--- src/rtl/stream_threshold_filter.sv ---
// Streaming one-pixel-per-beat threshold filter: luma -> per-frame threshold -> mode select.
// Optional THRESH_STATS_EN adds hit_cnt, the hit count of the last completed output frame.
module stream_threshold_filter #(
    parameter int WIDTH = 8,
    parameter int CH    = 3,
    parameter int COLS  = 256,
    parameter int ROWS  = 256
) (
    input  logic                    CLK,
    input  logic                    RST,
    input  logic [WIDTH-1:0]        cfg_thr,
    input  logic [1:0]              cfg_mode,
    input  logic                    in_valid,
    output logic                    in_ready,
    input  logic [CH*WIDTH-1:0]     in_data,
    input  logic                    in_last,
    output logic                    out_valid,
    input  logic                    out_ready,
    output logic [CH*WIDTH-1:0]     out_data,
    output logic                    out_last,
    output logic                    frame_done,
    output logic                    err_len,
    output logic [$clog2(ROWS)-1:0] row_cnt
`ifdef THRESH_STATS_EN
    ,
    output logic [$clog2(ROWS*COLS+1)-1:0] hit_cnt
`endif
);
    localparam int DW = CH * WIDTH;
    localparam int RW = $clog2(ROWS);
    localparam int CW = (COLS > 1) ? $clog2(COLS) : 1;
    localparam logic [RW-1:0]    ROW_MAX = RW'(ROWS - 1);
    localparam logic [CW-1:0]    COL_MAX = CW'(COLS - 1);
    localparam logic [WIDTH-1:0] PIX_MAX = '1;

    logic [CW-1:0]    col_q, col_d;
    logic [RW-1:0]    row_q, row_d, orow_q, orow_d;
    logic [WIDTH-1:0] thr_q, thr_d;
    logic [1:0]       mode_q, mode_d;
    logic             err_q, err_d;

    logic             s1_valid_q, s1_valid_d, s1_last_q, s1_last_d;
    logic [DW-1:0]    s1_pix_q, s1_pix_d;
    logic [WIDTH-1:0] s1_luma_q, s1_luma_d, s1_thr_q, s1_thr_d;
    logic [1:0]       s1_mode_q, s1_mode_d;
    logic             s2_valid_q, s2_valid_d, s2_last_q, s2_last_d;
    logic [DW-1:0]    s2_data_q, s2_data_d;

    logic             adv, accept, frame_start, out_fire, hit;
    logic [WIDTH-1:0] luma;
    logic [DW-1:0]    filt;

    generate
        if (CH == 3) begin : g_rgb
            logic [WIDTH+1:0] sum;
            assign sum  = {2'b00, in_data[DW-1 -: WIDTH]}
                        + {1'b0, in_data[DW-WIDTH-1 -: WIDTH], 1'b0}
                        + {2'b00, in_data[WIDTH-1:0]};
            assign luma = WIDTH'(sum >> 2);
        end else begin : g_ch0
            assign luma = in_data[DW-1 -: WIDTH];
        end
    endgenerate

    always_comb begin
        hit  = (s1_luma_q >= s1_thr_q);
        filt = '0;
        for (int c = 0; c < CH; c++) begin
            case (s1_mode_q)
                2'd0:    filt[c*WIDTH +: WIDTH] = hit ? PIX_MAX : '0;
                2'd1:    filt[c*WIDTH +: WIDTH] = hit ? '0 : PIX_MAX;
                2'd2:    filt[c*WIDTH +: WIDTH] = hit ? s1_pix_q[c*WIDTH +: WIDTH] : '0;
                default: filt[c*WIDTH +: WIDTH] = hit ? s1_thr_q : s1_pix_q[c*WIDTH +: WIDTH];
            endcase
        end
    end

    always_comb begin
        adv         = !s2_valid_q || out_ready;
        accept      = in_valid && adv;
        frame_start = (row_q == '0) && (col_q == '0);
        out_fire    = s2_valid_q && out_ready;
        frame_done  = out_fire && s2_last_q && (orow_q == ROW_MAX);

        col_d = col_q;  row_d = row_q;  orow_d = orow_q;
        thr_d = thr_q;  mode_d = mode_q;  err_d = err_q;
        s1_valid_d = s1_valid_q;  s1_last_d = s1_last_q;  s1_pix_d = s1_pix_q;
        s1_luma_d  = s1_luma_q;   s1_thr_d  = s1_thr_q;   s1_mode_d = s1_mode_q;
        s2_valid_d = s2_valid_q;  s2_last_d = s2_last_q;  s2_data_d = s2_data_q;

        if (accept) begin
            if (frame_start) begin
                thr_d  = cfg_thr;
                mode_d = cfg_mode;
            end
            // A short or overlong row resyncs to column 0; only in_last advances the row.
            if (in_last) begin
                col_d = '0;
                row_d = (row_q == ROW_MAX) ? '0 : row_q + 1'b1;
                if (col_q != COL_MAX) err_d = 1'b1;
            end else if (col_q == COL_MAX) begin
                col_d = '0;
                err_d = 1'b1;
            end else begin
                col_d = col_q + 1'b1;
            end
        end

        if (adv) begin
            s1_valid_d = in_valid;
            s1_pix_d   = in_data;
            s1_luma_d  = luma;
            s1_last_d  = in_last;
            s1_thr_d   = frame_start ? cfg_thr  : thr_q;
            s1_mode_d  = frame_start ? cfg_mode : mode_q;
            s2_valid_d = s1_valid_q;
            s2_data_d  = filt;
            s2_last_d  = s1_last_q;
        end

        if (out_fire && s2_last_q) orow_d = (orow_q == ROW_MAX) ? '0 : orow_q + 1'b1;
    end

    always_ff @(posedge CLK) begin
        if (RST) begin
            col_q <= '0;  row_q <= '0;  orow_q <= '0;
            thr_q <= '0;  mode_q <= '0; err_q <= 1'b0;
            s1_valid_q <= 1'b0;  s1_last_q <= 1'b0;  s1_pix_q <= '0;
            s1_luma_q  <= '0;    s1_thr_q  <= '0;    s1_mode_q <= '0;
            s2_valid_q <= 1'b0;  s2_last_q <= 1'b0;  s2_data_q <= '0;
        end else begin
            col_q <= col_d;  row_q <= row_d;  orow_q <= orow_d;
            thr_q <= thr_d;  mode_q <= mode_d; err_q <= err_d;
            s1_valid_q <= s1_valid_d;  s1_last_q <= s1_last_d;  s1_pix_q <= s1_pix_d;
            s1_luma_q  <= s1_luma_d;   s1_thr_q  <= s1_thr_d;   s1_mode_q <= s1_mode_d;
            s2_valid_q <= s2_valid_d;  s2_last_q <= s2_last_d;  s2_data_q <= s2_data_d;
        end
    end

    assign in_ready  = adv;
    assign out_valid = s2_valid_q;
    assign out_data  = s2_data_q;
    assign out_last  = s2_last_q;
    assign err_len   = err_q;
    assign row_cnt   = row_q;

`ifdef THRESH_STATS_EN
    localparam int HW = $clog2(ROWS*COLS+1);
    logic          s2_hit_q, s2_hit_d;
    logic [HW-1:0] run_q, run_d, hit_cnt_q, hit_cnt_d;

    // Counting is on the output side so frame boundaries follow frame_done, not input.
    always_comb begin
        s2_hit_d  = adv ? hit : s2_hit_q;
        run_d     = run_q;
        hit_cnt_d = hit_cnt_q;
        if (out_fire) begin
            if (frame_done) begin
                hit_cnt_d = run_q + HW'(s2_hit_q);
                run_d     = '0;
            end else begin
                run_d     = run_q + HW'(s2_hit_q);
            end
        end
    end

    always_ff @(posedge CLK) begin
        if (RST) begin
            s2_hit_q <= 1'b0;  run_q <= '0;  hit_cnt_q <= '0;
        end else begin
            s2_hit_q <= s2_hit_d;  run_q <= run_d;  hit_cnt_q <= hit_cnt_d;
        end
    end

    assign hit_cnt = hit_cnt_q;
`endif
endmodule

--- config.mk ---
export PLATFORM = sky130hd
export DESIGN_NAME = stream_threshold_filter
export DESIGN_NICKNAME = d
export VERILOG_FILES = /design/src/rtl/stream_threshold_filter.sv
export SDC_FILE = /design/constraint.sdc
export NUM_CORES = 1
export LEC_CHECK = 0
export CORE_ASPECT_RATIO = 0.9
export CORE_MARGIN = 2
export CORE_UTILIZATION = 54
export DETAILED_ROUTE_END_ITERATION = 8
export HOLD_SLACK_MARGIN = 0.12
export PLACE_DENSITY = 0.81
export SLEW_MARGIN = 5
export SYNTH_ARGS = -nofsm -noshare
export SYNTH_HDL_FRONTEND = slang
export SYNTH_SLANG_ARGS = --single-unit
--- constraint.sdc ---
create_clock -name CLK -period 2.85 [get_ports CLK]
set_input_delay 0.57 -clock CLK [delete_from_list [all_inputs] [get_ports CLK]]
set_output_delay 0.57 -clock CLK [all_outputs]
set_load 0.05 [all_outputs]
==> results of run 1 <==
==> placed cells by master (no fill, tap or decap), drive strengths merged, types with 10 or more instances in the layout <==
cell,count
a211oi,13
a22oi,24
clkdlybuf4s50,72
xnor2,11
nand2,100
ha,20
mux2i,21
a21oi,42
xor2,12
inv,17
nand2b,26
nand4,10
buf,27
nor2,58
o21ai,33
clkbuf,11
dfxtp,105
==> through the flow <==
step           hold WS, ns  utilization, %  worst slack, ns  setup TNS, ns
3_5_place_dp        0.4410           65.55          -0.3434         -1.332
2_1_floorplan       0.4267               -           0.2483              0
5_1_grt             0.4785           67.76         -0.01943       -0.04488
4_1_cts             0.4521           67.64          0.02837              0
6_report            0.4486           67.76          0.09706              0
3_3_place_gp        0.4328           65.55          -0.3260         -1.030
==> worst paths after layout <==
path / startpoint / to / cells past startpoint / slack [ns]
worst max-delay path: in_data[2] / s1_luma_q[4]$_SDFFE_PP0N_ / 10 / 0.1
worst min-delay path: s1_pix_q[16]$_SDFFE_PP0N_ / s1_pix_q[16]$_SDFFE_PP0N_ / 2 / 0.45
worst max register to register: s1_thr_q[2]$_SDFFE_PP0N_ / out_data[3]$_SDFFE_PP0N_ / 8 / 0.42
worst min register to register: s1_pix_q[16]$_SDFFE_PP0N_ / s1_pix_q[16]$_SDFFE_PP0N_ / 2 / 0.45
==> worst max-delay path, delay by kind of cell <==
kind            cells  cell delay, ns
compound gates      3            0.64
fa+ha+maj           2            0.88
buf+inv             2            0.64
simple gates        3            0.26
==> state kept, by name (all words and copies together) (netlist names), 8 cells and up <==
| signal | flops |
|---|---|
| col_q | 8 |
| row_cnt | 8 |
| orow_q | 8 |
| s1_luma_q | 8 |
| s1_thr_q | 8 |
| out_data | 24 |
| thr_q | 8 |
| s1_pix_q | 24 |
==> timing repair <==
item                                   4_1_cts  5_1_grt
setup endpoints to repair                    0        3
hold buffers                                 0        0
endpoints found under the hold margin        0        0
resized for setup                            0        4
==> power groups by stage <==
stage / Combinational (mW) / Clock [mW] / Sequential [mW]
final: 1.28 / 0.895 / 1.76
after floorplan: 0.501 / 0 / 2.10
after global routing: 1.38 / 0.964 / 1.78
after global placement: 1.23 / 0 / 1.78
after CTS: 1.27 / 0.903 / 1.76
after detailed placement: 1.27 / 0 / 1.79
==> cells by family after synthesis <==
logic type / count (synthesis)
compound gates: 127
xor+xnor: 23
fa+ha+maj: 28
buf+inv: 47
flops: 105
mux: 21
simple gates: 222
==> per-layer routing <==
metal | part of all wire, % | up-vias | wire, microns
li1 | - | 2128 | -
met1 | 46 | 1994 | 5332
met2 | 45 | 124 | 5235
met3 | 5.6 | 26 | 649
met4 | 2.7 | 0 | 309
met5 | 0 | - | 0
==> area by class of cell <==
type | instances | share of cell area [%]
flip-flops and latches | 105 | 34.46
clock inverters | 5 | 0.9231
well taps | 122 | 2.503
repair buffers | 99 | 15.30
multi-input cells | 421 | 43.57
inverters | 17 | 1.087
clock buffers | 11 | 2.154
==> impl_results.html, run 1 <==
<table>
<tr><th>Metric</th><th>Value</th></tr>
<tr><th colspan="2">Status</th></tr>
<tr><td>Status</td><td>complete, no violations</td></tr>
<tr><th colspan="2">Timing</th></tr>
<tr><td>Minimum clock period after layout</td><td>2.753 ns</td></tr>
<tr><td>Slew Viols, Final</td><td>0</td></tr>
<tr><td>Share of the clock period used by the worst path</td><td>96.59%</td></tr>
<tr><td>Final Setup Violations</td><td>0</td></tr>
<tr><td>Number of hold-slack violations in the final timing report</td><td>0</td></tr>
<tr><td>Highest clock frequency the design can meet</td><td>0.3632 GHz</td></tr>
<tr><td>Transition time at the pin with the least slew margin</td><td>0.5369 ns</td></tr>
<tr><td>Worst slew margin</td><td>64.10%</td></tr>
<tr><td>Skew final</td><td>0.007205 ns</td></tr>
<tr><td>RSZ-0062 raised after global routing</td><td>yes</td></tr>
<tr><th colspan="2">Clock network</th></tr>
<tr><td>Cell chosen for the clock root</td><td>sky130_fd_sc_hd__clkbuf_8</td></tr>
<tr><td>Clk buf depth</td><td>2</td></tr>
<tr><td>Clock network latency to the later pin of the worst-skew pair</td><td>0.36 ns</td></tr>
<tr><td>Clock tree from TritonCTS</td><td>yes</td></tr>
<tr><td>Clock sinks</td><td>105</td></tr>
<tr><td>Clock buffers created by TritonCTS</td><td>9</td></tr>
<tr><td>Count of buffers added by post-CTS timing repair for setup</td><td>0</td></tr>
<tr><td>Clock-pin slew of the registers on the worst-case setup and hold paths</td><td>0.09 ns</td></tr>
<tr><td>Number of levels in the clock H-tree</td><td>3</td></tr>
<tr><th colspan="2">Routing</th></tr>
<tr><td>Routed via count</td><td>4272</td></tr>
<tr><td>Antenna Violating Nets Remaining</td><td>0</td></tr>
<tr><td>Number of remaining DRC errors</td><td>0</td></tr>
<tr><td>Number of iterations in the first detailed-routing pass</td><td>5</td></tr>
<tr><td>First-iteration detailed-routing DRC count</td><td>205</td></tr>
<tr><td>Final routed wire length divided by cell count</td><td>14.78 microns</td></tr>
<tr><td>Total wire length</td><td>11530 microns</td></tr>
<tr><td>Number of vias per cell after detailed routing</td><td>5.477</td></tr>
<tr><th colspan="2">Cells and area</th></tr>
<tr><td>Final std cell area, no fill</td><td>6100 sq um</td></tr>
<tr><td>Sequential standard cell area</td><td>2102 sq um</td></tr>
<tr><td>Area taken by multi-input logic gates</td><td>2658 sq um</td></tr>
<tr><td>Number of nets in the layout</td><td>720</td></tr>
<tr><td>Count of non-filler cells in the finished layout</td><td>780</td></tr>
<tr><td># diodes</td><td>0</td></tr>
<tr><td>Fraction of final layout cells with drive strength greater than 1</td><td>8.511%</td></tr>
<tr><td>Fill count</td><td>773</td></tr>
<tr><td>Post-synthesis to final-layout area growth</td><td>23.07%</td></tr>
<tr><th colspan="2">Yosys</th></tr>
<tr><td>Leading post-synthesis cells by cell area</td><td>sky130_fd_sc_hd__dfxtp_1 42%, sky130_fd_sc_hd__nand2_1 7.5%, sky130_fd_sc_hd__ha_1 5.0%, sky130_fd_sc_hd__nor2_1 4.3%, sky130_fd_sc_hd__a21oi_1 4.2%</td></tr>
<tr><td>Dominant combinational cell family by area after synthesis</td><td>simple AND/OR/NAND/NOR gates</td></tr>
<tr><td>Parity-gate share of the synthesized area counting xor and xnor cells</td><td>4.065%</td></tr>
<tr><td>Post-Synth Adder-Cell Area</td><td>8.281%</td></tr>
<tr><td>Prevailing post-synth register cell</td><td>sky130_fd_sc_hd__dfxtp_1</td></tr>
<tr><td>Post-Synth Simple-Gate Area</td><td>20.90%</td></tr>
<tr><td>Sequential-to-total area share from yosys stat</td><td>42.41%</td></tr>
<tr><td>Compound-Gate Fraction of Synth Area</td><td>15.80%</td></tr>
<tr><td>Mux share of post-synthesis cell area</td><td>4.241%</td></tr>
<tr><td>Count leader, synth</td><td>sky130_fd_sc_hd__dfxtp_1</td></tr>
<tr><td>Post-synth top area cell</td><td>sky130_fd_sc_hd__dfxtp_1</td></tr>
<tr><td>Distinct cell type count after synthesis</td><td>51</td></tr>
<tr><td>Net count after synthesis</td><td>640</td></tr>
<tr><td>Number of synthesized register bits</td><td>105</td></tr>
<tr><td>Avg Synthesized Cell Area</td><td>8.649 sq um</td></tr>
<tr><td>Total number of yosys warnings</td><td>0</td></tr>
<tr><td>Commonest cells post-synth</td><td>105 x sky130_fd_sc_hd__dfxtp_1, 99 x sky130_fd_sc_hd__nand2_1, 57 x sky130_fd_sc_hd__nor2_1</td></tr>
<tr><td>Share of the synthesized area in the top cell type</td><td>42.41%</td></tr>
<tr><td>Number of standard cells after synthesis</td><td>573</td></tr>
<tr><td>Syn Std Cell Area</td><td>4956 sq um</td></tr>
<tr><td>Async set-or-reset flop fraction in the synthesized netlist</td><td>0%</td></tr>
<tr><td>Number of enable flip-flop cells after synthesis</td><td>0</td></tr>
<tr><th colspan="2">Global route</th></tr>
<tr><td>Met1 usage in global routing</td><td>31.77%</td></tr>
<tr><td>Largest net degree at the start of global routing</td><td>48</td></tr>
<tr><td>Busiest layer in global routing</td><td>met2</td></tr>
<tr><td>GR Layer Usage met3</td><td>5.176%</td></tr>
<tr><td>GRT met2 Usage</td><td>39.18%</td></tr>
<tr><td>All-layer global routing usage</td><td>23.95%</td></tr>
<tr><td>Leftover overflow at the end of global routing</td><td>0</td></tr>
<tr><td>First-pass GRT wire length</td><td>19060 microns</td></tr>
<tr><td>Antenna violations before repair</td><td>0</td></tr>
<tr><td>Vias in the first global route</td><td>4107</td></tr>
<tr><th colspan="2">Critical path</th></tr>
<tr><td>Stage delay of the slowest cell on the critical path</td><td>0.56 ns</td></tr>
<tr><td>CP max-delay cell</td><td>sky130_fd_sc_hd__fa_1</td></tr>
<tr><td>Startpoint class of the critical path</td><td>input pin</td></tr>
<tr><td>Data required time at the worst endpoint</td><td>3.09 ns</td></tr>
<tr><td>Type of element capturing the critical path</td><td>register</td></tr>
<tr><td>Data arrival, critical path</td><td>3.00 ns</td></tr>
<tr><td>Type of the setup path with the least slack</td><td>input pin to register</td></tr>
<tr><td>Biggest fanout along the worst timing path</td><td>3</td></tr>
<tr><td>Cells along the critical path</td><td>clkdlybuf4s50_1 -&gt; fa_1 -&gt; ha_1 -&gt; nand4_1 -&gt; a2111oi_1 -&gt; buf_4 -&gt; o21a_1 -&gt; nor3_1 -&gt; a21oi_1 -&gt; nor2_1</td></tr>
<tr><th colspan="2">Placement</th></tr>
<tr><td># port buffers</td><td>75</td></tr>
<tr><td>Final weighted congestion in routability-driven placement</td><td>0.8912</td></tr>
<tr><td>DP Wirelength</td><td>8705 microns</td></tr>
<tr><td>Placed inst area</td><td>5901 sq um</td></tr>
<tr><td>Post-Place Cells</td><td>764</td></tr>
<tr><th colspan="2">Min path</th></tr>
<tr><td>Kind of path behind the tightest hold check</td><td>register to register</td></tr>
<tr><th colspan="2">Floorplanning</th></tr>
<tr><td>DIE AREA</td><td>9961 sq um</td></tr>
<tr><td>Num ports</td><td>76</td></tr>
<tr><td>Core footprint</td><td>9001 sq um</td></tr>
<tr><td>Num rows</td><td>33</td></tr>
<tr><td>Die outline height</td><td>94.89 microns</td></tr>
<tr><td>Die boundary width</td><td>105.0 microns</td></tr>
<tr><td>Initial core utilization</td><td>55.06%</td></tr>
<tr><th colspan="2">Power and ir drop</th></tr>
<tr><td>Power per Cell Area</td><td>645.3 nW/um^2</td></tr>
<tr><td>Power share of the combinational group</td><td>32.5%</td></tr>
<tr><td>Cell-internal power</td><td>2.556 mW</td></tr>
<tr><td>Peak VDD IR</td><td>0.0003262 V</td></tr>
<tr><td>Overall power of the completed layout</td><td>3.936 mW</td></tr>
<tr><td>Switching pwr</td><td>1.380 mW</td></tr>
<tr><td>Fraction of power consumed by the clock network</td><td>22.7%</td></tr>
<tr><td>Flop pwr share</td><td>44.7%</td></tr>
<tr><td>Switching share of power</td><td>35.07%</td></tr>
<tr><td>Leak Pwr</td><td>2.469 nW</td></tr>
<tr><th colspan="2">Flow run</th></tr>
<tr><td>Total of max-cap violations</td><td>0</td></tr>
</table>
No activity file was read; power rests on OpenSTA's default activity.
==> run 2: changes to the inputs <==
--- a/config.mk
+++ b/config.mk
@@ -5,13 +5,15 @@
 export SDC_FILE = /design/constraint.sdc
 export NUM_CORES = 1
 export LEC_CHECK = 0
+export ABC_AREA = 1
 export CORE_ASPECT_RATIO = 0.9
 export CORE_MARGIN = 2
-export CORE_UTILIZATION = 54
+export CORE_UTILIZATION = 55
 export DETAILED_ROUTE_END_ITERATION = 8
 export HOLD_SLACK_MARGIN = 0.12
-export PLACE_DENSITY = 0.81
+export PLACE_DENSITY = 0.8
 export SLEW_MARGIN = 5
 export SYNTH_ARGS = -nofsm -noshare
 export SYNTH_HDL_FRONTEND = slang
 export SYNTH_SLANG_ARGS = --single-unit
+export TNS_END_PERCENT = 30
==> impl_results.html, run 2 <==
<table>
<tr><th>Metric</th><th>Value</th></tr>
<tr><th colspan="2">Global route</th></tr>
<tr><td>Vias in the first global route</td><td>5145 (+25%)</td></tr>
<tr><td>Largest net degree at the start of global routing</td><td>60 (+25%)</td></tr>
<tr><td>Antenna violations before repair</td><td>0 (unchanged)</td></tr>
<tr><td>First-pass GRT wire length</td><td>24440 microns (+28%)</td></tr>
<tr><td>All-layer global routing usage</td><td>26.29% (+2.3 points)</td></tr>
<tr><td>Leftover overflow at the end of global routing</td><td>0 (unchanged)</td></tr>
<tr><th colspan="2">Critical path</th></tr>
<tr><td>Stage delay of the slowest cell on the critical path</td><td>0.55 ns (about the same)</td></tr>
<tr><td>Beginning of the critical path</td><td>in_data[19]</td></tr>
<tr><td>Biggest fanout along the worst timing path</td><td>4 (+1)</td></tr>
<tr><td>Data required time at the worst endpoint</td><td>3.11 ns (+0.02 ns)</td></tr>
<tr><td>Worst R2R Setup Slack</td><td>0.41 ns (about the same)</td></tr>
<tr><td>Cells along the critical path</td><td>clkdlybuf4s50_1 -&gt; fa_1 -&gt; ha_1 -&gt; nand2_1 -&gt; o21ai_0 -&gt; nand2_1 -&gt; o21ai_0 -&gt; xor2_1 -&gt; o21bai_1 -&gt; inv_1</td></tr>
<tr><td>End of the worst register-to-register path</td><td>out_data[2]$_SDFFE_PP0N_</td></tr>
<tr><td>Launch instance of the worst register-to-register path</td><td>s1_thr_q[1]$_SDFFE_PP0N_</td></tr>
<tr><td>Startpoint class of the critical path</td><td>input pin</td></tr>
<tr><td>CP max-delay cell</td><td>sky130_fd_sc_hd__clkdlybuf4s50_1</td></tr>
<tr><td>Data arrival, critical path</td><td>2.84 ns (-0.16 ns)</td></tr>
<tr><td>Worst Reg2Reg Path Length in Cells</td><td>14 (+6)</td></tr>
<tr><td>Type of the setup path with the least slack</td><td>input pin to register</td></tr>
<tr><td>Endpoint of the worst setup timing path</td><td>s1_luma_q[4]$_SDFFE_PP0N_</td></tr>
<tr><td>Type of element capturing the critical path</td><td>register</td></tr>
<tr><th colspan="2">Yosys</th></tr>
<tr><td>Commonest cells post-synth</td><td>185 x sky130_fd_sc_hd__nand2_1, 153 x sky130_fd_sc_hd__inv_1, 105 x sky130_fd_sc_hd__dfxtp_1</td></tr>
<tr><td>Number of enable flip-flop cells after synthesis</td><td>0 (unchanged)</td></tr>
<tr><td>Total number of yosys warnings</td><td>0 (unchanged)</td></tr>
<tr><td>Distinct cell type count after synthesis</td><td>34 (-33%)</td></tr>
<tr><td>Syn Std Cell Area</td><td>5938 sq um (+20%)</td></tr>
<tr><td>Count leader, synth</td><td>sky130_fd_sc_hd__nand2_1</td></tr>
<tr><td>Async set-or-reset flop fraction in the synthesized netlist</td><td>0% (unchanged)</td></tr>
<tr><td>Sequential-to-total area share from yosys stat</td><td>35.40% (-7.0 points)</td></tr>
<tr><td>Prevailing post-synth register cell</td><td>sky130_fd_sc_hd__dfxtp_1</td></tr>
<tr><td>Leading post-synthesis cells by cell area</td><td>sky130_fd_sc_hd__dfxtp_1 35%, sky130_fd_sc_hd__nand2_1 12%, sky130_fd_sc_hd__inv_1 9.7%, sky130_fd_sc_hd__o21ai_0 8.1%, sky130_fd_sc_hd__nor2_1 6.2%</td></tr>
<tr><td>Number of synthesized register bits</td><td>105 (unchanged)</td></tr>
<tr><td>Avg Synthesized Cell Area</td><td>6.672 sq um (-23%)</td></tr>
<tr><td>Post-synth top area cell</td><td>sky130_fd_sc_hd__dfxtp_1</td></tr>
<tr><td>Net count after synthesis</td><td>957 (+50%)</td></tr>
<tr><td>Number of standard cells after synthesis</td><td>890 (+55%)</td></tr>
<tr><td>Share of the synthesized area in the top cell type</td><td>35.40% (-7.0 points)</td></tr>
<tr><th colspan="2">Routing</th></tr>
<tr><td>First-iteration detailed-routing DRC count</td><td>371 (+81%)</td></tr>
<tr><td>Number of iterations in the first detailed-routing pass</td><td>5 (unchanged)</td></tr>
<tr><td>Routed via count</td><td>5617 (+31%)</td></tr>
<tr><td>Number of remaining DRC errors</td><td>0 (unchanged)</td></tr>
<tr><td>Final routed wire length divided by cell count</td><td>13.42 microns (-9.2%)</td></tr>
<tr><td>Total wire length</td><td>14590 microns (+27%)</td></tr>
<tr><td>Number of vias per cell after detailed routing</td><td>5.167 (-5.7%)</td></tr>
<tr><td>Antenna Violating Nets Remaining</td><td>0 (unchanged)</td></tr>
<tr><th colspan="2">Min path</th></tr>
<tr><td>Kind of path behind the tightest hold check</td><td>register to register</td></tr>
<tr><th colspan="2">Power and ir drop</th></tr>
<tr><td>Flop pwr share</td><td>35.7% (-9.0 points)</td></tr>
<tr><td>Switching share of power</td><td>39.98% (+4.9 points)</td></tr>
<tr><td>Peak VDD IR</td><td>0.0003130 V (-4.0%)</td></tr>
<tr><td>Cell-internal power</td><td>2.939 mW (+15%)</td></tr>
<tr><td>Power share of the combinational group</td><td>39.5% (+7.0 points)</td></tr>
<tr><td>Switching pwr</td><td>1.958 mW (+42%)</td></tr>
<tr><td>Leak Pwr</td><td>3.604 nW (+46%)</td></tr>
<tr><td>Power per Cell Area</td><td>688.8 nW/um^2 (+6.7%)</td></tr>
<tr><td>Fraction of power consumed by the clock network</td><td>24.8% (+2.1 points)</td></tr>
<tr><th colspan="2">Timing</th></tr>
<tr><td>Worst slew margin</td><td>42.49% (-22 points)</td></tr>
<tr><td>Transition time at the pin with the least slew margin</td><td>0.8617 ns (+0.3248 ns)</td></tr>
<tr><td>Share of the clock period used by the worst path</td><td>90.60% (-6.0 points)</td></tr>
<tr><td>Skew final</td><td>0.006968 ns (-0.0002377 ns)</td></tr>
<tr><td>Final Setup Violations</td><td>0 (unchanged)</td></tr>
<tr><td>Slack of the critical path</td><td>0.2680 ns (+0.1710 ns)</td></tr>
<tr><td>Highest clock frequency the design can meet</td><td>0.3873 GHz (+6.6%)</td></tr>
<tr><td>RSZ-0062 raised after global routing</td><td>no</td></tr>
<tr><td>Number of hold-slack violations in the final timing report</td><td>0 (unchanged)</td></tr>
<tr><td>Slew Viols, Final</td><td>0 (unchanged)</td></tr>
<tr><td>Minimum clock period after layout</td><td>2.582 ns (-0.1710 ns)</td></tr>
<tr><th colspan="2">Cells and area</th></tr>
<tr><td># diodes</td><td>0 (unchanged)</td></tr>
<tr><td>Final std cell area, no fill</td><td>7109 sq um (+17%)</td></tr>
<tr><td>Core occupancy in the finished layout</td><td>68.50% (+0.73 points)</td></tr>
<tr><td>Most frequent cells in the layout</td><td>185 x sky130_fd_sc_hd__nand2_1, 152 x sky130_fd_sc_hd__inv_1, 105 x sky130_fd_sc_hd__dfxtp_1</td></tr>
<tr><td>Fill count</td><td>910 (+18%)</td></tr>
<tr><td>Number of nets in the layout</td><td>1020 (+42%)</td></tr>
<tr><td>Most common library cell in the layout ignoring fill and taps</td><td>sky130_fd_sc_hd__nand2_1</td></tr>
<tr><td>Post-synthesis to final-layout area growth</td><td>19.72%</td></tr>
<tr><td>Fraction of final layout cells with drive strength greater than 1</td><td>5.741% (-2.8 points)</td></tr>
<tr><th colspan="2">Placement</th></tr>
<tr><td>DP Wirelength</td><td>10280 microns (+18%)</td></tr>
<tr><td>Worst setup slack after placement</td><td>-0.08841 ns (+0.2549 ns)</td></tr>
<tr><td>Placed inst area</td><td>6820 sq um (+16%)</td></tr>
<tr><td># port buffers</td><td>75 (unchanged)</td></tr>
<tr><td>Final weighted congestion in routability-driven placement</td><td>0.9083 (+1.9%)</td></tr>
<tr><th colspan="2">Floorplanning</th></tr>
<tr><td>Num rows</td><td>35 (+6.1%)</td></tr>
<tr><td>Num ports</td><td>76 (unchanged)</td></tr>
<tr><td>Core footprint</td><td>10380 sq um (+15%)</td></tr>
<tr><td>Die boundary width</td><td>113.5 microns (+8.1%)</td></tr>
<tr><td>DIE AREA</td><td>11640 sq um (+17%)</td></tr>
<tr><td>Die outline height</td><td>102.6 microns (+8.1%)</td></tr>
<tr><td>Initial core utilization</td><td>57.22% (+2.2 points)</td></tr>
<tr><th colspan="2">Clock network</th></tr>
<tr><td>Hold bufs inserted after CTS</td><td>0 (unchanged)</td></tr>
<tr><td>Clk buf depth</td><td>2 (unchanged)</td></tr>
<tr><td>Count of buffers added by post-CTS timing repair for setup</td><td>0 (unchanged)</td></tr>
<tr><td>CTS resizes</td><td>0 (unchanged)</td></tr>
<tr><td>Clock sinks</td><td>105 (unchanged)</td></tr>
<tr><td>Number of levels in the clock H-tree</td><td>3 (unchanged)</td></tr>
<tr><td>Clock tree from TritonCTS</td><td>yes</td></tr>
<tr><td>Clock-pin slew of the registers on the worst-case setup and hold paths</td><td>0.07 ns (-0.02 ns)</td></tr>
<tr><td>Clock network latency to the later pin of the worst-skew pair</td><td>0.35 ns (about the same)</td></tr>
<tr><td>Cell chosen for the clock root</td><td>sky130_fd_sc_hd__clkbuf_16</td></tr>
<tr><td>Clock buffers created by TritonCTS</td><td>9 (unchanged)</td></tr>
<tr><th colspan="2">Flow run</th></tr>
<tr><td>Total of max-cap violations</td><td>0 (unchanged)</td></tr>
<tr><th colspan="2">Status</th></tr>
<tr><td>Status</td><td>complete, no violations</td></tr>
</table>
## run 2: critical path, delay by kind of cell
| kind | cells | cell delay, ns |
|---|---|---|
| xor gates and xnor gates | 1 | 0.09 |
| buffers and inverters | 2 | 0.60 |
| adders and majority gates | 2 | 0.82 |
| AOI/OAI and AO/OA | 3 | 0.58 |
| and+or+nand+nor | 2 | 0.18 |
## run 2: area by class of cell
type	count	area (sq um)	share of cell area [%]
clock buffer	10	239.0	3.361
clock inverter	6	50.05	0.7040
inverter	155	581.8	8.184
multi-input combinational	585	3027	42.57
sequential	105	2102	29.57
tap	129	161.4	2.270
timing repair buffer	97	948.4	13.34
## run 2: per-stage QoR
step | setup TNS [ns] | cells | total power, mW | hold WS, ns
after floorplan | 0 | 890 | 3.179 | 0.4354
after global placement | 0 | 1071 | 3.659 | 0.4458
after detailed placement | -0.1870 | 1071 | 3.691 | 0.4496
after CTS | 0 | 1087 | 4.903 | 0.4665
after global routing | 0 | 1087 | 5.179 | 0.4863
final | 0 | 1087 | 4.897 | 0.4592
## run 2: routing by layer
| metal | up-vias | wire length (microns) | share of wire, % | global-route usage [%] |
|---|---|---|---|---|
| met5 | - | 0 | 0 | 0 |
| met4 | 0 | 293 | 2.0 | 9.193 |
| met3 | 27 | 762 | 5.2 | 5.291 |
| met2 | 139 | 6644 | 46 | 42.98 |
| met1 | 2533 | 6887 | 47 | 35.17 |
| li1 | 2918 | - | - | - |
## run 2: kinds of logic after synthesis
group           Yosys count  synth area share (%)
simple gates            377                 27.18
buf+inv                 200                 13.63
compound gates          171                 15.55
flops                   105                 35.40
fa+ha+maj                28                 6.911
xor+xnor                  9                 1.328
## run 2: how the worst min path moves through the flow
stage	startpoint	end	slack (ns)	cells after the start
floorplan	s1_luma_q[0]$_SDFFE_PP0N_	s1_luma_q[0]$_SDFFE_PP0N_	0.44	2
global placement	err_len$_SDFFE_PP0P_	err_len$_SDFFE_PP0P_	0.45	2
detailed placement	err_len$_SDFFE_PP0P_	err_len$_SDFFE_PP0P_	0.45	2
CTS	err_len$_SDFFE_PP0P_	err_len$_SDFFE_PP0P_	0.47	2
global route	s1_pix_q[16]$_SDFFE_PP0N_	s1_pix_q[16]$_SDFFE_PP0N_	0.49	2
finish	err_len$_SDFFE_PP0P_	err_len$_SDFFE_PP0P_	0.46	2
## run 2: power groups by stage
stage,clock (mW),combinational (mW),sequential (mW)
after global routing,1.27,2.14,1.77
after detailed placement,0,1.91,1.78
after global placement,0,1.88,1.77
after CTS,1.23,1.92,1.75
final,1.22,1.93,1.75
after floorplan,0,1.05,2.13
